==> src/rtl/pattern_scan_ctrl.sv <==
// pattern_scan_ctrl
//   Serial pattern scanner with a start/abort controlled frame. A frame is
//   launched from IDLE by start. It then accepts frame_len serial bits through
//   a valid/ready handshake. Each time the last PAT_W accepted bits equal the
//   latched pattern, the block counts one match, and overlapping matches count.
//
// Ports
//   clock, nreset           rising-edge clock, asynchronous active-low reset
//   start, abort            frame request (IDLE only) / cancel (SCAN only)
//   pattern [PAT_W-1:0]     target pattern, MSB is the oldest serial bit
//   frame_len [7:0]         serial bits per frame, 0 allowed
//   bit_in, bit_valid       serial data and its qualifier
//   bit_ready               high exactly while scanning (== busy)
//   match                   one-cycle pulse per detected occurrence
//   match_count [CNT_W-1:0] saturating count for current / last frame
//   busy, done              frame in progress / normal completion pulse
module pattern_scan_ctrl #(
  parameter int PAT_W = 3,
  parameter int CNT_W = 8
) (
  input  logic             clock,
  input  logic             nreset,
  input  logic             start,
  input  logic             abort,
  input  logic [PAT_W-1:0] pattern,
  input  logic [7:0]       frame_len,
  input  logic             bit_in,
  input  logic             bit_valid,
  output logic             bit_ready,
  output logic             match,
  output logic [CNT_W-1:0] match_count,
  output logic             busy,
  output logic             done
);

  typedef enum logic [1:0] {
    IDLE = 2'b00,
    SCAN = 2'b01,
    DONE = 2'b10
  } state_t;

  state_t           state;
  logic [PAT_W-1:0] pat_q;
  logic [PAT_W-1:0] shreg;
  logic [7:0]       len_q;
  logic [7:0]       bitcnt;

  // Count saturates at all-ones instead of wrapping.
  function automatic logic [CNT_W-1:0] sat_inc(input logic [CNT_W-1:0] v);
    if (&v) return v;
    else    return v + 1'b1;
  endfunction

  // ---- stage p0: combinational view of the bit being offered this cycle ----
  logic [PAT_W-1:0] window_p0;
  logic [8:0]       cnt_next_p0;
  logic             hit_p0;
  logic             last_p0;

  assign window_p0   = (shreg << 1) | PAT_W'(bit_in);
  assign cnt_next_p0 = {1'b0, bitcnt} + 9'd1;
  // A match needs a full window of bits from this frame, not leftovers.
  assign hit_p0      = (window_p0 == pat_q) && (cnt_next_p0 >= 9'(PAT_W));
  assign last_p0     = (cnt_next_p0 == {1'b0, len_q});

  // bit_ready is a pure copy of the registered busy flag, so it never
  // depends on bit_valid within the same cycle.
  assign bit_ready = busy;

  // ---- stage p1: registered FSM, datapath and outputs ----
  always_ff @(posedge clock or negedge nreset) begin
    if (!nreset) begin
      state       <= IDLE;
      busy        <= 1'b0;
      match       <= 1'b0;
      done        <= 1'b0;
      match_count <= '0;
      shreg       <= '0;
      bitcnt      <= '0;
      pat_q       <= '0;
      len_q       <= '0;
    end else begin
      match <= 1'b0;
      done  <= 1'b0;
      case (state)
        IDLE: begin
          if (start) begin
            pat_q       <= pattern;
            len_q       <= frame_len;
            shreg       <= '0;
            bitcnt      <= '0;
            match_count <= '0;
            if (frame_len != 8'd0) begin
              state <= SCAN;
              busy  <= 1'b1;
            end else begin
              state <= DONE;
              done  <= 1'b1;
            end
          end
        end
        SCAN: begin
          // abort wins over both acceptance and completion on the same edge
          if (abort) begin
            state <= IDLE;
            busy  <= 1'b0;
          end else if (bit_valid) begin
            shreg  <= window_p0;
            bitcnt <= cnt_next_p0[7:0];
            if (hit_p0) begin
              match       <= 1'b1;
              match_count <= sat_inc(match_count);
            end
            if (last_p0) begin
              state <= DONE;
              busy  <= 1'b0;
              done  <= 1'b1;
            end
          end
        end
        DONE: begin
          state <= IDLE;
        end
        default: begin
          state <= IDLE;
          busy  <= 1'b0;
        end
      endcase
    end
  end

endmodule

==> config.mk <==
export PLATFORM = sky130hd
export DESIGN_NAME = pattern_scan_ctrl
export DESIGN_NICKNAME = d
export VERILOG_FILES = /design/src/rtl/pattern_scan_ctrl.sv
export SDC_FILE = /design/constraint.sdc
export NUM_CORES = 1
export LEC_CHECK = 0
export ABC_AREA = 1
export CAP_MARGIN = 25
export CORE_MARGIN = 10
export CORE_UTILIZATION = 40
export CTS_BUF_LIST = sky130_fd_sc_hd__clkbuf_8
export CTS_CLUSTER_DIAMETER = 120
export CTS_CLUSTER_SIZE = 8
export DETAILED_ROUTE_END_ITERATION = 12
export PLACE_DENSITY = 0.67
export SLEW_MARGIN = 20
export SYNTH_ARGS = -nofsm -noshare
export SYNTH_HDL_FRONTEND = slang
export SYNTH_SLANG_ARGS = --single-unit
==> constraint.sdc <==
create_clock -name clock -period 2.15 [get_ports clock]
set_clock_uncertainty 0.2 [all_clocks]
set_input_delay 0.43 -clock clock [delete_from_list [all_inputs] [get_ports clock]]
set_output_delay 0.43 -clock clock [all_outputs]
set_load 0.05 [all_outputs]
==> results.md, run 1 <==
- Post-synth top area cell: dfrtp_1
- Period utilisation layout: 0.957
- Commonest cells in the synthesized netlist: nand2_1 (79), dfrtp_1 (34), inv_1 (18)
- Filler cells: 451
- Crit. End Element: primary output
- Final WS setup: 0.0935 ns
- Top Ports: 29
- Initial Util: 0.420
- Hold path cells: 2
- Worst reg2reg endpoint: match_count[3]
- Syn nets: 271
- Die area: 0.00827 mm²
- Pre-CTS setup slack: -0.120 ns
- DP HPWL: 3.35 mm
- Cell Pwr Density: 1010 mW/mm²
- DRT Wirelength: 4.38 mm
- Leak Pwr: 1.15 nW
- Synth Register Bits: 34
- Mux cell area share after synthesis: 0
- Placed cell area: 0.00235 mm²
- Antenna Nets Post-Route: 0
- Vias in the first global route: 1613
- CP Launch Type: flip-flop
- Setup TNS Final: 0 ns
- Post-layout instance area: 0.00249 mm²
- Die Wd: 90.9 µm
- Number of diodes: 0
- Final Hold Viols: 0
- H-tree depth: 2
- Initial antenna violation count: 0
- DR WL/cell: 12.3 µm
- Total CTS buffers: 5
- Overall power: 2.52 mW
- Worst-skew pair later-pin latency: 0.29 ns
- Slew HR: 0.668
- Max incr delay on CP: 0.80 ns
- Root buf cell: clkbuf_8
- Die Y: 90.9 µm
- MaxCap Viol Count: 0
- Hold Path Class: flip-flop to flip-flop
- Cells after Synth: 251
- Worst-margin pin slew: 0.497 ns
- Core box area: 0.00479 mm²
- Final Max Tran Viols: 0
- Grt total ovfl: 0
- Top Family by Delay on Critical Path: buffers and inverters
- Final Net Count: 309
- GRT Overall Usage: 0.108
- Min-delay src: bit_ready
- CP max-delay cell: clkdlybuf4s50_1
- CTS Hold Bufs: 0
- 1st-iter DRT viols: 127
- Count leader, synth: nand2_1
- Largest net degree at the start of global routing: 35
- Max VDD drop: 0.599 mV
- CTS clk-pin slew, worst paths: 0.07 ns
- Worst r2r src: match_count[0]
- Post-Synth XOR/XNOR Area: 0.0435
- EDFF count, synth: 0
- TritonCTS clock tree: built
- Initial DRT Pass Iterations: 4
- Critical path type: flip-flop to primary output
- Vias/cell: 4.69
- Port Buf Inserts: 28
- DRC: 0
- FF-to-FF path depth: 6
- Register area share after synthesis: 0.423
- Worst Path Arrival: 1.43 ns
- Leading post-synthesis cells by cell area: dfrtp_1 (42%), nand2_1 (15%), xor2_1 (4.4%)
- Vias: 1676
- First-pass GRT wire length: 7.58 mm
- Synth Area in Adders: 0.0187
- Minimum clock period: 2.06 ns
- Outcome: complete, no violations
- FMAX: 0.486 GHz
- Crit-path cells: clkdlybuf4s50_1
- CP max FO: 1
- CTS max path bufs: 2
- Layout cells sized above 1: 0.259
- Num Clock Sinks: 34
- FFs w/ async S/R, synth: 1.00
- Mapped cell area: 0.00201 mm²
- Crit path buffers/inverters: 1
- Syn Area/Cell: 8.02 µm²
- Main combinational cell family by area after synthesis: simple AND/OR/NAND/NOR gates
- Synth unique cells: 28
- Synth Area in Simple Gates: 0.368
- Worst Path Required: 1.52 ns
- Syn-to-layout area delta: 23.7%
- Reg2Reg Setup Slack: 0.14 ns
- Compound-Gate Fraction of Synth Area: 0.0790
- Site Rows: 25
- Hold endpoint: bit_ready
- Final setup fails: 0
- Synth Flop Type: dfrtp_1
- Yosys top cell area share: 0.423
- Final RePlAce weighted congestion: 0.830
- Core Util, Final: 0.520
- Synth Warn #: 0
-- what timing repair did --
action	CTS	global route
gates resized for setup	0	7
setup endpoints to repair	0	12
buffers inserted	0	1
-- worst max path at each step --
| stage | from | to | slack (ns) | cells past startpoint |
|---|---|---|---|---|
| after floorplan | match_count[1] | match_count[2] | 0.15 | 8 |
| after global placement | frame_len[1] | bit_ready | -0.08 | 6 |
| after global routing | bitcnt[1] | match_count[1] | -0.008 | 11 |
| after detailed placement | frame_len[1] | bit_ready | -0.12 | 6 |
| after CTS | bitcnt[1] | match_count[3] | 0.03 | 11 |
| final | done | done | 0.09 | 1 |
-- metrics by stage --
| stage | hold WS, ns | instances |
|---|---|---|
| 3_3_place_gp | 0.284 | 347 |
| 5_1_grt | 0.328 | 357 |
| 3_5_place_dp | 0.289 | 347 |
| 2_1_floorplan | -0.0656 | 251 |
| 4_1_cts | 0.306 | 355 |
| 6_report | 0.302 | 357 |
-- power by group --
group          internal, mW  switching [mW]  leakage, nW
Combinational         0.383           0.686        0.658
Clock                 0.257           0.241       0.0472
Sequential            0.810           0.143        0.443
-- flip-flops by register name (all words and copies together), names as in the netlist --
register / count
state: 2
done: 1
shreg: 2
len_q: 8
bitcnt: 8
pat_q: 3
bit_ready: 1
match: 1
match_count: 8
-- per-layer routing --
metal  GRT usage  vias up  share of wire
li1            -      882              -
met1       0.138      755           0.49
met2       0.169       32           0.45
met3      0.0308        7          0.043
met4      0.0392        0          0.018
met5           0        -              0
-- layout make-up --
class | instances | area [µm²] | share of cell area
clock buffers | 6 | 82.6 | 0.0332
well taps | 67 | 83.8 | 0.0337
multi-input cells | 189 | 1050 | 0.423
repair buffers | 35 | 308 | 0.124
flip-flops and latches | 34 | 857 | 0.344
clock inverters | 2 | 12.5 | 0.00503
inverters | 24 | 91.3 | 0.0367
-- cell families (layout without fill, tap and decap cells) --
| group | after synthesis | in the layout |
|---|---|---|
| flops | 34 | 34 |
| compound gates | 25 | 25 |
| xor+xnor | 10 | 10 |
| buf+inv | 29 | 67 |
| simple gates | 150 | 151 |
| fa+ha+maj | 3 | 3 |
-- cell usage in the layout (no fill, tap or decap), drive strengths merged, types with 3 or more instances in the layout --
cell type       n
buf            17
clkbuf          6
clkdlybuf4s50  18
dfrtp          34
ha              3
inv            23
nand2          89
nand3          22
nand3b          3
nand4           5
nor2           23
nor3            5
o21ai          21
o22ai           3
or2             3
xor2           10
Note: power is estimated with default switching activity, not from simulation.
==> run 2: changes to the inputs <==
- HOLD_SLACK_MARGIN: unset -> 0.1
==> results of run 2 <==
Same layout as run 1: the final DEF is identical, and so are final timing and power.
